$ cat src/rtl/dmem_arbiter_pkg.sv
// ============================================================================
// Module   : dmem_arbiter_pkg
// Brief    : Shared types and constants for the data-memory arbiter.
// Revision : 1.0 - initial release
// ============================================================================
`default_nettype none

package dmem_arbiter_pkg;

    typedef enum logic [1:0] {
        ST_IDLE  = 2'd0,
        ST_ISSUE = 2'd1,
        ST_RESP  = 2'd2
    } state_t;

    localparam logic c_port0          = 1'b0;
    localparam logic c_port1          = 1'b1;
    localparam int   c_addr_w_default = 13;

    // An address is legal only when every bit above the memory's word index is zero.
    function automatic logic addr_in_range(input logic [31:0] addr, input int addr_w);
        return ((addr >> addr_w) == 32'd0);
    endfunction

endpackage

`default_nettype wire

$ cat src/rtl/dmem_arbiter_if.sv
// ============================================================================
// Module   : dmem_arbiter_if
// Brief    : Requester handshakes and data-memory lines of the arbiter.
// Revision : 1.0 - initial release
// ============================================================================
`default_nettype none

interface dmem_arbiter_if;

    logic        req0, req1;
    logic        we0, we1;
    logic [31:0] addr0, addr1;
    logic [31:0] wdata0, wdata1;
    logic        gnt0, gnt1;
    logic        ack0, ack1;
    logic [31:0] rdata0, rdata1;
    logic        err0, err1;
    logic [31:0] memAddress;
    logic [31:0] memWriteData;
    logic        memWrite;
    logic [31:0] memReadData;

    // Requesters plus the memory itself sit on the master side.
    modport master (
        output req0, req1, we0, we1, addr0, addr1, wdata0, wdata1, memReadData,
        input  gnt0, gnt1, ack0, ack1, rdata0, rdata1, err0, err1,
        input  memAddress, memWriteData, memWrite
    );

    modport slave (
        input  req0, req1, we0, we1, addr0, addr1, wdata0, wdata1, memReadData,
        output gnt0, gnt1, ack0, ack1, rdata0, rdata1, err0, err1,
        output memAddress, memWriteData, memWrite
    );

endinterface

`default_nettype wire

$ cat src/rtl/dmem_arbiter_starve_counter.sv
// ============================================================================
// Module   : dmem_arbiter_starve_counter
// Brief    : Saturating wait counter that flags when port 1 must be forced in.
// Revision : 1.0 - initial release
// ============================================================================
`default_nettype none

module dmem_arbiter_starve_counter #(
    parameter int MAX_WAIT = 7
) (
    input  logic clk,
    input  logic rst,
    input  logic i_req,
    input  logic i_gnt,
    output logic o_at_limit
);

    localparam logic [7:0] c_limit = 8'(MAX_WAIT);

    logic [7:0] r_cnt;

    always_ff @(posedge clk) begin
        if (rst) begin
            r_cnt <= 8'd0;
        end else if (!i_req || i_gnt) begin
            r_cnt <= 8'd0;
        end else if (r_cnt < c_limit) begin
            r_cnt <= r_cnt + 8'd1;
        end
    end

    assign o_at_limit = (r_cnt == c_limit);

endmodule

`default_nettype wire

$ cat src/rtl/dmem_arbiter.sv
// ============================================================================
// Module   : dmem_arbiter
// Brief    : Two-port data-memory arbiter, port 0 priority with starvation guard.
// Revision : 1.0 - initial release
// ============================================================================
`default_nettype none

module dmem_arbiter
    import dmem_arbiter_pkg::*;
#(
    parameter int ADDR_W   = c_addr_w_default,
    parameter int MAX_WAIT = 7
) (
    input  logic          clk,
    input  logic          rst,
    dmem_arbiter_if.slave bus
);

    state_t      r_state;
    state_t      w_state_nxt;
    logic        r_sel;
    logic        r_we;
    logic        r_inrange;
    logic        r_ack0, r_ack1;
    logic        r_err0, r_err1;
    logic [31:0] r_rdata0, r_rdata1;
    logic [31:0] r_mem_addr;
    logic [31:0] r_mem_wdata;
    logic        r_mem_we;

    logic        w_any_req;
    logic        w_win;
    logic        w_load;
    logic        w_at_limit;
    logic        w_gnt0, w_gnt1;
    logic        w_win_we;
    logic        w_win_inr;
    logic [31:0] w_win_addr;
    logic [31:0] w_win_wdata;
    logic [31:0] w_resp_data;

    dmem_arbiter_starve_counter #(
        .MAX_WAIT (MAX_WAIT)
    ) u_starve (
        .clk        (clk),
        .rst        (rst),
        .i_req      (bus.req1),
        .i_gnt      (w_gnt1),
        .o_at_limit (w_at_limit)
    );

    always_ff @(posedge clk) begin
        if (rst) begin
            r_state <= ST_IDLE;
        end else begin
            r_state <= w_state_nxt;
        end
    end

    always_comb begin
        w_any_req   = bus.req0 | bus.req1;
        w_win       = bus.req1 & (~bus.req0 | w_at_limit);
        w_win_addr  = (w_win == c_port1) ? bus.addr1  : bus.addr0;
        w_win_wdata = (w_win == c_port1) ? bus.wdata1 : bus.wdata0;
        w_win_we    = (w_win == c_port1) ? bus.we1    : bus.we0;
        w_win_inr   = addr_in_range(w_win_addr, ADDR_W);
        w_resp_data = (!r_we && r_inrange) ? bus.memReadData : 32'd0;
        w_load      = 1'b0;
        w_state_nxt = r_state;
        case (r_state)
            ST_IDLE: begin
                if (w_any_req) begin
                    w_load      = 1'b1;
                    w_state_nxt = ST_ISSUE;
                end
            end
            ST_ISSUE: begin
                w_state_nxt = ST_RESP;
            end
            ST_RESP: begin
                // A request still high here is a fresh one; chain straight into ISSUE.
                if (w_any_req) begin
                    w_load      = 1'b1;
                    w_state_nxt = ST_ISSUE;
                end else begin
                    w_state_nxt = ST_IDLE;
                end
            end
            default: begin
                w_state_nxt = ST_IDLE;
            end
        endcase
    end

    always_ff @(posedge clk) begin
        if (rst) begin
            r_sel       <= c_port0;
            r_we        <= 1'b0;
            r_inrange   <= 1'b0;
            r_mem_addr  <= 32'd0;
            r_mem_wdata <= 32'd0;
            r_mem_we    <= 1'b0;
            r_ack0      <= 1'b0;
            r_ack1      <= 1'b0;
            r_err0      <= 1'b0;
            r_err1      <= 1'b0;
            r_rdata0    <= 32'd0;
            r_rdata1    <= 32'd0;
        end else begin
            r_mem_we <= 1'b0;
            r_ack0   <= 1'b0;
            r_ack1   <= 1'b0;
            r_err0   <= 1'b0;
            r_err1   <= 1'b0;
            if (w_load) begin
                r_sel       <= w_win;
                r_we        <= w_win_we;
                r_inrange   <= w_win_inr;
                r_mem_addr  <= w_win_addr;
                r_mem_wdata <= w_win_wdata;
                r_mem_we    <= w_win_we & w_win_inr;
            end
            if (r_state == ST_RESP) begin
                if (r_sel == c_port1) begin
                    r_ack1   <= 1'b1;
                    r_err1   <= ~r_inrange;
                    r_rdata1 <= w_resp_data;
                end else begin
                    r_ack0   <= 1'b1;
                    r_err0   <= ~r_inrange;
                    r_rdata0 <= w_resp_data;
                end
            end
        end
    end

    assign w_gnt0 = (r_state == ST_ISSUE) && (r_sel == c_port0);
    assign w_gnt1 = (r_state == ST_ISSUE) && (r_sel == c_port1);

    assign bus.gnt0         = w_gnt0;
    assign bus.gnt1         = w_gnt1;
    assign bus.ack0         = r_ack0;
    assign bus.ack1         = r_ack1;
    assign bus.err0         = r_err0;
    assign bus.err1         = r_err1;
    assign bus.rdata0       = r_rdata0;
    assign bus.rdata1       = r_rdata1;
    assign bus.memAddress   = r_mem_addr;
    assign bus.memWriteData = r_mem_wdata;
    assign bus.memWrite     = r_mem_we;

endmodule

`default_nettype wire

$ cat src/flat_wrapper.sv
// flat-port wrapper written by rule: the top's interface ports become plain ports
module dmem_arbiter_flat import dmem_arbiter_pkg::*;
#(
    parameter int ADDR_W   = c_addr_w_default,
    parameter int MAX_WAIT = 7
)
  (clk, rst, bus_req0, bus_req1, bus_we0, bus_we1, bus_addr0, bus_addr1, bus_wdata0, bus_wdata1, bus_memReadData, bus_gnt0, bus_gnt1, bus_ack0, bus_ack1, bus_rdata0, bus_rdata1, bus_err0, bus_err1, bus_memAddress, bus_memWriteData, bus_memWrite);
  dmem_arbiter_if bus_i ();
  input  logic clk;
  input  logic rst;
  input wire logic [$bits(bus_i.req0)-1:0] bus_req0;
  input wire logic [$bits(bus_i.req1)-1:0] bus_req1;
  input wire logic [$bits(bus_i.we0)-1:0] bus_we0;
  input wire logic [$bits(bus_i.we1)-1:0] bus_we1;
  input wire logic [$bits(bus_i.addr0)-1:0] bus_addr0;
  input wire logic [$bits(bus_i.addr1)-1:0] bus_addr1;
  input wire logic [$bits(bus_i.wdata0)-1:0] bus_wdata0;
  input wire logic [$bits(bus_i.wdata1)-1:0] bus_wdata1;
  input wire logic [$bits(bus_i.memReadData)-1:0] bus_memReadData;
  output wire logic [$bits(bus_i.gnt0)-1:0] bus_gnt0;
  output wire logic [$bits(bus_i.gnt1)-1:0] bus_gnt1;
  output wire logic [$bits(bus_i.ack0)-1:0] bus_ack0;
  output wire logic [$bits(bus_i.ack1)-1:0] bus_ack1;
  output wire logic [$bits(bus_i.rdata0)-1:0] bus_rdata0;
  output wire logic [$bits(bus_i.rdata1)-1:0] bus_rdata1;
  output wire logic [$bits(bus_i.err0)-1:0] bus_err0;
  output wire logic [$bits(bus_i.err1)-1:0] bus_err1;
  output wire logic [$bits(bus_i.memAddress)-1:0] bus_memAddress;
  output wire logic [$bits(bus_i.memWriteData)-1:0] bus_memWriteData;
  output wire logic [$bits(bus_i.memWrite)-1:0] bus_memWrite;
  assign bus_i.req0 = bus_req0;
  assign bus_i.req1 = bus_req1;
  assign bus_i.we0 = bus_we0;
  assign bus_i.we1 = bus_we1;
  assign bus_i.addr0 = bus_addr0;
  assign bus_i.addr1 = bus_addr1;
  assign bus_i.wdata0 = bus_wdata0;
  assign bus_i.wdata1 = bus_wdata1;
  assign bus_i.memReadData = bus_memReadData;
  assign bus_gnt0 = bus_i.gnt0;
  assign bus_gnt1 = bus_i.gnt1;
  assign bus_ack0 = bus_i.ack0;
  assign bus_ack1 = bus_i.ack1;
  assign bus_rdata0 = bus_i.rdata0;
  assign bus_rdata1 = bus_i.rdata1;
  assign bus_err0 = bus_i.err0;
  assign bus_err1 = bus_i.err1;
  assign bus_memAddress = bus_i.memAddress;
  assign bus_memWriteData = bus_i.memWriteData;
  assign bus_memWrite = bus_i.memWrite;
  dmem_arbiter #(.ADDR_W(ADDR_W), .MAX_WAIT(MAX_WAIT)) u_core (.clk(clk), .rst(rst), .bus(bus_i));
endmodule
$ cat config.mk
export PLATFORM = sky130hd
export DESIGN_NAME = dmem_arbiter_flat
export DESIGN_NICKNAME = d
export VERILOG_FILES = /design/src/rtl/dmem_arbiter_pkg.sv /design/src/rtl/dmem_arbiter_if.sv /design/src/rtl/dmem_arbiter_starve_counter.sv /design/src/rtl/dmem_arbiter.sv /design/src/flat_wrapper.sv
export SDC_FILE = /design/constraint.sdc
export NUM_CORES = 1
export LEC_CHECK = 0
export CAP_MARGIN = 15
export CORE_MARGIN = 2
export CORE_UTILIZATION = 42
export CTS_BUF_LIST = sky130_fd_sc_hd__clkbuf_8 sky130_fd_sc_hd__clkbuf_16
export DETAILED_ROUTE_END_ITERATION = 12
export GPL_TIMING_DRIVEN = 0
export PLACE_DENSITY_LB_ADDON = 0.08
export SLEW_MARGIN = 20
export SYNTH_ARGS = -nofsm -noshare
export SYNTH_HDL_FRONTEND = slang
export SYNTH_SLANG_ARGS = --single-unit
$ cat constraint.sdc
create_clock -name clk -period 4.6 [get_ports clk]
set_clock_uncertainty 0.1 [all_clocks]
set_input_delay 0.46 -clock clk [delete_from_list [all_inputs] [get_ports clk]]
set_output_delay 0.46 -clock clk [all_outputs]
set_load 0.02 [all_outputs]
==> results, run 1 <==
- The die covers 14430 sq um.
- Internal power comes to about 2.5 mW.
- The area of the mapped netlist is approximately 5700 sq um.
- In the routed design, unresolved DRC markers number 0.
- The number of synthesized flops with an enable pin is 0.
- TritonCTS built the clock tree.
- The worst IR drop on VDD is around 0.27 mV.
- The standby leakage power is ~3.6 nW.
- The die is approximately 120 microns tall.
- The H-tree generated during clock tree synthesis spans 4 levels.
- For this design, the CTS-stage hold fixing added 0 buffers.
- In this run, synthesis produced a sequential element count of ~150.
- The net count of the finished layout is roughly 1100.
- After detailed routing, the average wire length per cell comes to around 17 microns.
- The detailed-placement wirelength estimate is 15290 microns.
- The routing layer with the top usage in global route is met2.
- The length of the first detailed-routing pass in iterations is 6.
- The initial utilization of the core area, before any placement, comes to 0.4293.
- At the pin with the least slew margin, the transition time is roughly 670 ps.
- The standard cell core area is roughly 13000 sq um.
- The most critical setup path has its startpoint at u_core.r_state[0].
- The time the final worst path needs with I/O delays and setup is around 2500 ps.
- Of the post-synthesis cell area, the dominant cell type holds 0.5161.
- Headroom to the max-slew limit came out at 0.5496.
- The number of antenna repair diodes is 0.
- The switching component of the power is between 0.7 and 0.8 mW.
- The flow ran to the end, and the final reports show no timing, DRC or antenna violations.
- In this run the worst hold path is classified as reg -> reg.
- In the finished design, the share of the clock period the worst path needs comes to 0.5389.
- Dividing total power by cell area gives a power density of approximately 340 nW/um^2.
- The share of total power in combinational logic is 0.148.
- The number of hold-slack violations in the final timing report was 0.
- In this run the tool buffered the top-level ports with 300 buffer cells.
- The layout overhead on the synthesized area is 67.63%.
- After detailed routing, the number of vias per cell comes to slightly above 5.
- The required arrival time at the worst endpoint is between 4000 and 5000 ps.
- Setup repair after global routing left no endpoint under its margin.
- The cell with the most instances after synthesis is sky130_fd_sc_hd__dfxtp_1.
- The setup check on the worst reg-to-reg path leaves a slack of around 2700 ps.
- By startpoint and endpoint, the worst setup path is classified as reg -> out.
- Setup violations remaining at the end of the flow were counted as 0.
- Post-CTS repair changed the size of 0 cells.
- The initial detailed-routing violation count is 330.
- The number of slew-limit violations in the final report is 0.
- The number of antenna violations at the first check in global routing is 0.
- After routing, the total negative slack on setup checks comes to 0 ps.
- The critical path startpoint category is a flop.
- The wire length of the first global-routing pass is 30390 microns.
- For this run, the register share of the synthesized area comes to 0.5161.
- For this run, global-route usage on met3 was measured as 0.09933.
- The number of global-route vias before repair is 5971.
- The biggest area contributor in the post-synthesis netlist is sky130_fd_sc_hd__dfxtp_1.
- The share of post-route cells with drive strength above 1 is 0.04494.
- Data arrives at the worst endpoint at about 1900 ps.
- Entering global routing, the biggest net connects 17 pins.
- The final layout contains routed wiring with a total length of ~20000 microns.
- The number of placement rows is 42.
- After clock tree synthesis, the clock-pin slew on the worst setup and hold paths is 60 ps.
- The depth of the most critical reg-to-reg path is 4.
- between 300 and 400 I/O pins were placed.
- CTS saw about 150 sinks.
- The number of nets handed over by synthesis was 814.
- The largest buffer count on any clock path is 2.
- The fraction of synthesis flops using an asynchronous set or reset pin is 0.
- The main flop type after synthesis is sky130_fd_sc_hd__dfxtp_1.
- The via count is just under 6000.
- In the synthesized netlist, the cells that appear most often are sky130_fd_sc_hd__dfxtp_1 (146), sky130_fd_sc_hd__nand2_1 (132), sky130_fd_sc_hd__mux2i_1 (66), sky130_fd_sc_hd__nand3_1 (66), sky130_fd_sc_hd__a21oi_1 (65).
- The global-route usage over all layers is 0.2719.
- The highest net fanout along the worst path is 9.
- In the global route stage, met2 resource usage came out at 0.5064.
- The number of buffers created by CTS is 17.
- The total congestion overflow after global routing is 0.
- For this run, the top clock speed supported by timing is between 400 and 500 MHz.
- The antenna violation net count after detailed routing is 0.
- Clock latency on the worst-skew pair, taken at its later pin, is approximately 420 ps.
- After technology mapping, the gate count stands at 647.
- The endpoint type of the worst setup path is a primary output.
- In the global route stage, met1 resource usage came out at 0.2819.
- By area the synthesized netlist is led by sky130_fd_sc_hd__dfxtp_1 (52%), sky130_fd_sc_hd__mux2i_1 (12%), sky130_fd_sc_hd__nand2_1 (8.7%).
- The instance count along the most critical hold path is 2.
- Once the clock tree was built, the setup fixing pass inserted 0 buffers.
- The reg-to-reg startpoint is u_core.r_state[0].
- The core occupancy in the finished layout is 0.7197.
- The root buffer selected by CTS is sky130_fd_sc_hd__clkbuf_16.
- The hold path startpoint is u_core.bus.memAddress[8].
- The switching part of the total power is 0.2379.
- The average instance in the mapped netlist occupies 8.753 sq um.
- The share of total power dissipated in sequential elements is 0.416.
- The share of total power dissipated in the clock network is 0.436.
- The die span in x is between 100 and 150 microns.
- The congestion estimate from routability-driven global placement came to roughly 0.85.
- The number of maximum-capacitance violations is 0.
- The number of distinct standard cells referenced by the synthesized netlist is 37.
- The total number of yosys warnings is 0.
==> critical path, stage by stage, from the launching register on <==
cell                              delay (ps)
sky130_fd_sc_hd__dfxtp_1                 470
sky130_fd_sc_hd__nand2b_1                130
sky130_fd_sc_hd__nor2_1                  230
sky130_fd_sc_hd__clkdlybuf4s50_1         670
==> layer usage <==
metal  routed length, microns  share of wire
met2                    10370           0.53
met4                      333          0.017
met3                     1872          0.095
met5                        0              0
met1                     7160           0.36
==> state kept, by name, indices dropped and copies added (netlist names) <==
| signal | cells |
|---|---|
| u_core.bus.err1 | 1 |
| u_core.r_state | 2 |
| u_core.bus.memWrite | 1 |
| u_core.bus.memWriteData | 32 |
| u_core.bus.ack1 | 1 |
| u_core.bus.memAddress | 32 |
| u_core.r_inrange | 1 |
| u_core.bus.ack0 | 1 |
| u_core.bus.err0 | 1 |
| u_core.r_we | 1 |
| u_core.r_sel | 1 |
| u_core.bus.rdata1 | 32 |
| u_core.bus.rdata0 | 32 |
| u_core.u_starve.r_cnt | 8 |
==> cell type report <==
class                   count  area, sq um
fillers                   995         3697
plain buffers              49        225.2
well taps                 176        220.2
clock buffers              20        466.7
inverters                   3        11.26
flip-flops and latches    146         2923
multi-input cells         449         2504
repair buffers            300         3003
clock inverters            12        140.1
==> logic make-up (layout without fill, tap and decap cells) <==
| group | count (synthesis) | after routing | synth area share |
|---|---|---|---|
| mux | 66 | 66 | 0.1167 |
| fa+ha+maj | 1 | 1 | 0.002209 |
| xor+xnor | 1 | 1 | 0.001547 |
| compound gates | 136 | 136 | 0.1251 |
| flops | 146 | 146 | 0.5161 |
| simple gates | 245 | 245 | 0.1966 |
| buf+inv | 52 | 384 | 0.04176 |
==> per-stage QoR <==
step	area, sq um	power, mW	std cells	setup WS [ps]	hold WS [ps]
5_1_grt	9493	3.335	1155	1984	368.2
4_1_cts	9493	3.247	1155	2105	351.5
3_3_place_gp	8886	1.839	1123	2081	333.4
6_report	9493	3.235	1155	2121	350.8
2_1_floorplan	5663	1.552	647	2877	325.7
3_5_place_dp	8886	1.849	1123	2058	344.0
==> power groups by stage <==
stage | registers, mW | clock network, mW | logic, mW
6_report | 1.35 | 1.41 | 0.478
2_1_floorplan | 1.43 | 0 | 0.123
4_1_cts | 1.35 | 1.42 | 0.480
5_1_grt | 1.35 | 1.47 | 0.510
3_3_place_gp | 1.37 | 0 | 0.470
3_5_place_dp | 1.37 | 0 | 0.477
==> layout by cell type, fill, tap and decap left out, types with 8 or more instances in the layout <==
master	instances
sky130_fd_sc_hd__nand3_1	66
sky130_fd_sc_hd__nor4_1	8
sky130_fd_sc_hd__nor2_1	13
sky130_fd_sc_hd__mux2i_1	66
sky130_fd_sc_hd__clkbuf_1	36
sky130_fd_sc_hd__dfxtp_1	146
sky130_fd_sc_hd__clkbuf_16	17
sky130_fd_sc_hd__nand2_1	132
sky130_fd_sc_hd__clkdlybuf4s50_1	300
sky130_fd_sc_hd__a21oi_1	65
sky130_fd_sc_hd__o21ai_0	59
==> worst paths after layout <==
path / to
worst max-delay path: bus_gnt1
worst min-delay path: u_core.bus.memAddress[8]
worst max register to register: u_core.bus.rdata0[19]
worst min register to register: u_core.bus.memAddress[8]
(Power assumes the default switching activity.)
==> run 2: changes to the inputs <==
--- a/config.mk
+++ b/config.mk
@@ -7,7 +7,7 @@
 export LEC_CHECK = 0
 export CAP_MARGIN = 15
 export CORE_MARGIN = 2
-export CORE_UTILIZATION = 42
+export CORE_UTILIZATION = 36
 export CTS_BUF_LIST = sky130_fd_sc_hd__clkbuf_8 sky130_fd_sc_hd__clkbuf_16
 export DETAILED_ROUTE_END_ITERATION = 12
 export GPL_TIMING_DRIVEN = 0
==> constraint.sdc (replaced) <==
create_clock -name clk -period 2 [get_ports clk]
set_clock_uncertainty 0.1 [all_clocks]
set_input_delay 0.2 -clock clk [delete_from_list [all_inputs] [get_ports clk]]
set_output_delay 0.2 -clock clk [all_outputs]
set_load 0.02 [all_outputs]
==> run 2 against run 1 <==
Against the previous run: sequential share of layout area decreased by 0.12 points; clock-buffer cell count down 2; routed wire length is 4.8% lower; core utilization decreased by 9.7 points; design area increased by 0.43%; largest power group unchanged.
==> results, run 2 (synthesis results as in run 1) <==
- The TritonCTS clock tree is yes.
- The filler cell count in the final layout is between 1000 and 1500.
- The total chip power is approximately 7.4 mW.
- The global-route usage over all layers is 0.2231.
- The flow ran to the end, and the final reports show no timing, DRC or antenna violations.
- The DRC violation count after routing is 0.
- The final total negative setup slack is 0 ps.
- The total overflow left after global routing is 0.
- The length of the first detailed-routing pass in iterations is 4.
- The critical path startpoint category is a flop.
- The number of antenna violations at the first check in global routing is 0.
- Setup repair after global routing left no endpoint under its margin.
- The worst endpoint data arrival time is 2070 ps.
- Once detail routing completed, the nets flagged for antenna violations numbered 0.
- The clock net in this run drives a total of between 100 and 150 sinks.
- At the later pin of the worst-skew pair, clock insertion delay measures 420 ps.
- Buffers placed on the I/O ports in this run total 300.
- The maximum level of the CTS H-tree is 4.
- The worst IR drop on VDD is around 0.66 mV.
- The number of global-route vias before repair is around 5500.
- In this run the worst hold path is classified as in -> reg.
- Setup violations remaining at the end of the flow were counted as 0.
- The highest net fanout along the worst path is 10.
- Across the run, the number of max-cap violations was 0.
- The hold path startpoint is bus_memReadData[5].
- The die covers around 17000 sq um.
- The share of the clock period used by the worst path after layout is 0.9398.
- The actual slew at the worst max-slew pin is between 500 and 600 ps.
- The number of buffers created by CTS is 17.
- Leaving out fill and tap cells, the most frequent cells in the layout are sky130_fd_sc_hd__clkdlybuf4s50_1 (298), sky130_fd_sc_hd__dfxtp_1 (145), sky130_fd_sc_hd__nand2_1 (132), sky130_fd_sc_hd__mux2i_1 (66), sky130_fd_sc_hd__nand3_1 (66).
- Detailed placement ended at an HPWL of between 10000 and 15000 microns.
- The initial detailed-routing violation count is 277.
- The tree is rooted in a sky130_fd_sc_hd__clkbuf_16.
- Clock-pin slew was measured on the worst setup and hold paths at approximately 60 ps.
- The vertical die dimension is approximately 130 microns.
- The net count of the finished layout is approximately 1100.
- In the final routed layout, each cell accounts on average for 15.78 microns.
- The reg-to-reg startpoint is u_core.u_starve.r_cnt[0].
- Entering global routing, the biggest net connects 17 pins.
- The worst hold path terminates at u_core.bus.rdata1[5].
- The number of antenna repair diodes is 0.
- The layout overhead on the synthesized area is 68.36%.
- For this configuration, the core starts out at a cell density of 0.3698.
- The routed design could run at a clock period as short as around 1900 ps.
- The routed wire length is 18780 microns.
- The number of placement rows is 45.
- The headroom to the max-slew limit is 0.6585.
- The via count is 5664.
- The critical path is of the reg -> reg type.
- The largest buffer count on any clock path is 2.
- The instance count along the most critical hold path is 3.
- The total power per unit cell area is around 770 nW/um^2.
- The number of slew-limit violations in the final report is 0.
- The standby leakage power is between 3 and 4 nW.
- At the end of routability-driven placement, the weighted congestion stood at between 0.8 and 0.9.
- The most common cell after layout, fill and taps aside is sky130_fd_sc_hd__clkdlybuf4s50_1.
- For this run, the top clock speed supported by timing is 532.0 MHz.
- The share of post-route cells with drive strength above 1 is 0.05107.
- The floorplan step set the die width to about 130 microns.
- Data on the critical path is required at its endpoint by ~2200 ps.
- Pin placement for this block handled approximately 300 I/O pins.
- The wire length of the first global-routing pass is ~29000 microns.
- The destination of the worst register-to-register timing path is u_core.bus.memAddress[9].
- The number of hold-slack violations in the final timing report is 0.
- After detailed routing, the number of vias per cell comes to around 4.8.
- For flop-to-flop paths, the worst setup slack is between 100 and 150 ps.
- The standard cell core area is 15310 sq um.
- The number of cells on the worst reg-to-reg path is 7.
- The endpoint type of the worst setup path is a flop.
run 2: cell types whose count changed in the layout (fill, tap and decap cells not counted), moves of 2 or more:
cell,before,now
sky130_fd_sc_hd__clkinv_4,1,4
sky130_fd_sc_hd__clkbuf_8,3,1
sky130_fd_sc_hd__inv_6,0,3
sky130_fd_sc_hd__dlygate4sd2_1,0,2
sky130_fd_sc_hd__clkdlybuf4s50_1,300,298
sky130_fd_sc_hd__inv_1,6,3
run 2: critical path, cell delays in order, from the launching register on:
cell and delay [ps]:
sky130_fd_sc_hd__dfxtp_1 330, sky130_fd_sc_hd__ha_1 230, sky130_fd_sc_hd__a41oi_1 190, sky130_fd_sc_hd__buf_4 200, sky130_fd_sc_hd__buf_8 190, sky130_fd_sc_hd__buf_8 180, sky130_fd_sc_hd__mux2i_1 240, sky130_fd_sc_hd__o21ai_1 70
run 2: worst max-delay path by stage:
stage | from | to | slack, ps | cells past startpoint
6_report | u_core.u_starve.r_cnt[0] | u_core.bus.memAddress[9] | 120 | 7
5_1_grt | u_core.u_starve.r_cnt[0] | u_core.bus.memAddress[9] | 7 | 7
4_1_cts | u_core.u_starve.r_cnt[0] | u_core.bus.memAddress[9] | 6 | 7
3_5_place_dp | bus_req1 | u_core.bus.memAddress[9] | -280 | 8
3_3_place_gp | bus_req1 | u_core.bus.memAddress[9] | -300 | 8
2_1_floorplan | u_core.u_starve.r_cnt[0] | u_core.bus.memAddress[4] | 370 | 7
run 2: cell type report:
| class | count | area (sq um) | area share |
|---|---|---|---|
| clock inverter | 14 | 153.9 | 0.01614 |
| tap | 211 | 264.0 | 0.02769 |
| buffer | 49 | 232.7 | 0.02441 |
| inverter | 3 | 11.26 | 0.001181 |
| timing repair buffer | 300 | 3000 | 0.3147 |
| multi-input combinational | 449 | 2509 | 0.2631 |
| sequential | 146 | 2924 | 0.3067 |
| clock buffer | 18 | 439.2 | 0.04606 |
run 2: timing repair:
action	4_1_cts	5_1_grt
setup endpoints to repair	2	19
hold buffers	0	0
gates cloned	0	0
gates resized for setup	3	6
buffers inserted	0	0
run 2: per-stage QoR:
stage          instance area (sq um)  hold WS (ps)  utilization  worst slack, ps  std cells
4_1_cts                         9522         257.9       0.6217            6.103       1190
5_1_grt                         9534         277.4       0.6225            6.853       1190
3_5_place_dp                    8930         343.2       0.5831           -280.2       1158
6_report                        9534         270.7       0.6225            120.4       1190
2_1_floorplan                   5663         247.5            -            367.8        647
3_3_place_gp                    8930         333.7       0.5831           -297.8       1158
run 2: report_power, final:
part           internal (mW)  switching (mW)  leakage [nW]
Clock                   1.88            1.29         0.283
Combinational          0.599           0.493          2.15
Sequential              3.03          0.0673          1.19
run 2: routing by layer:
layer / GRT usage / routed length (microns)
met1: 0.2664 / 7777
met2: 0.3721 / 9063
met3: 0.08258 / 1630
met4: 0.07590 / 309
met5: 0 / 0
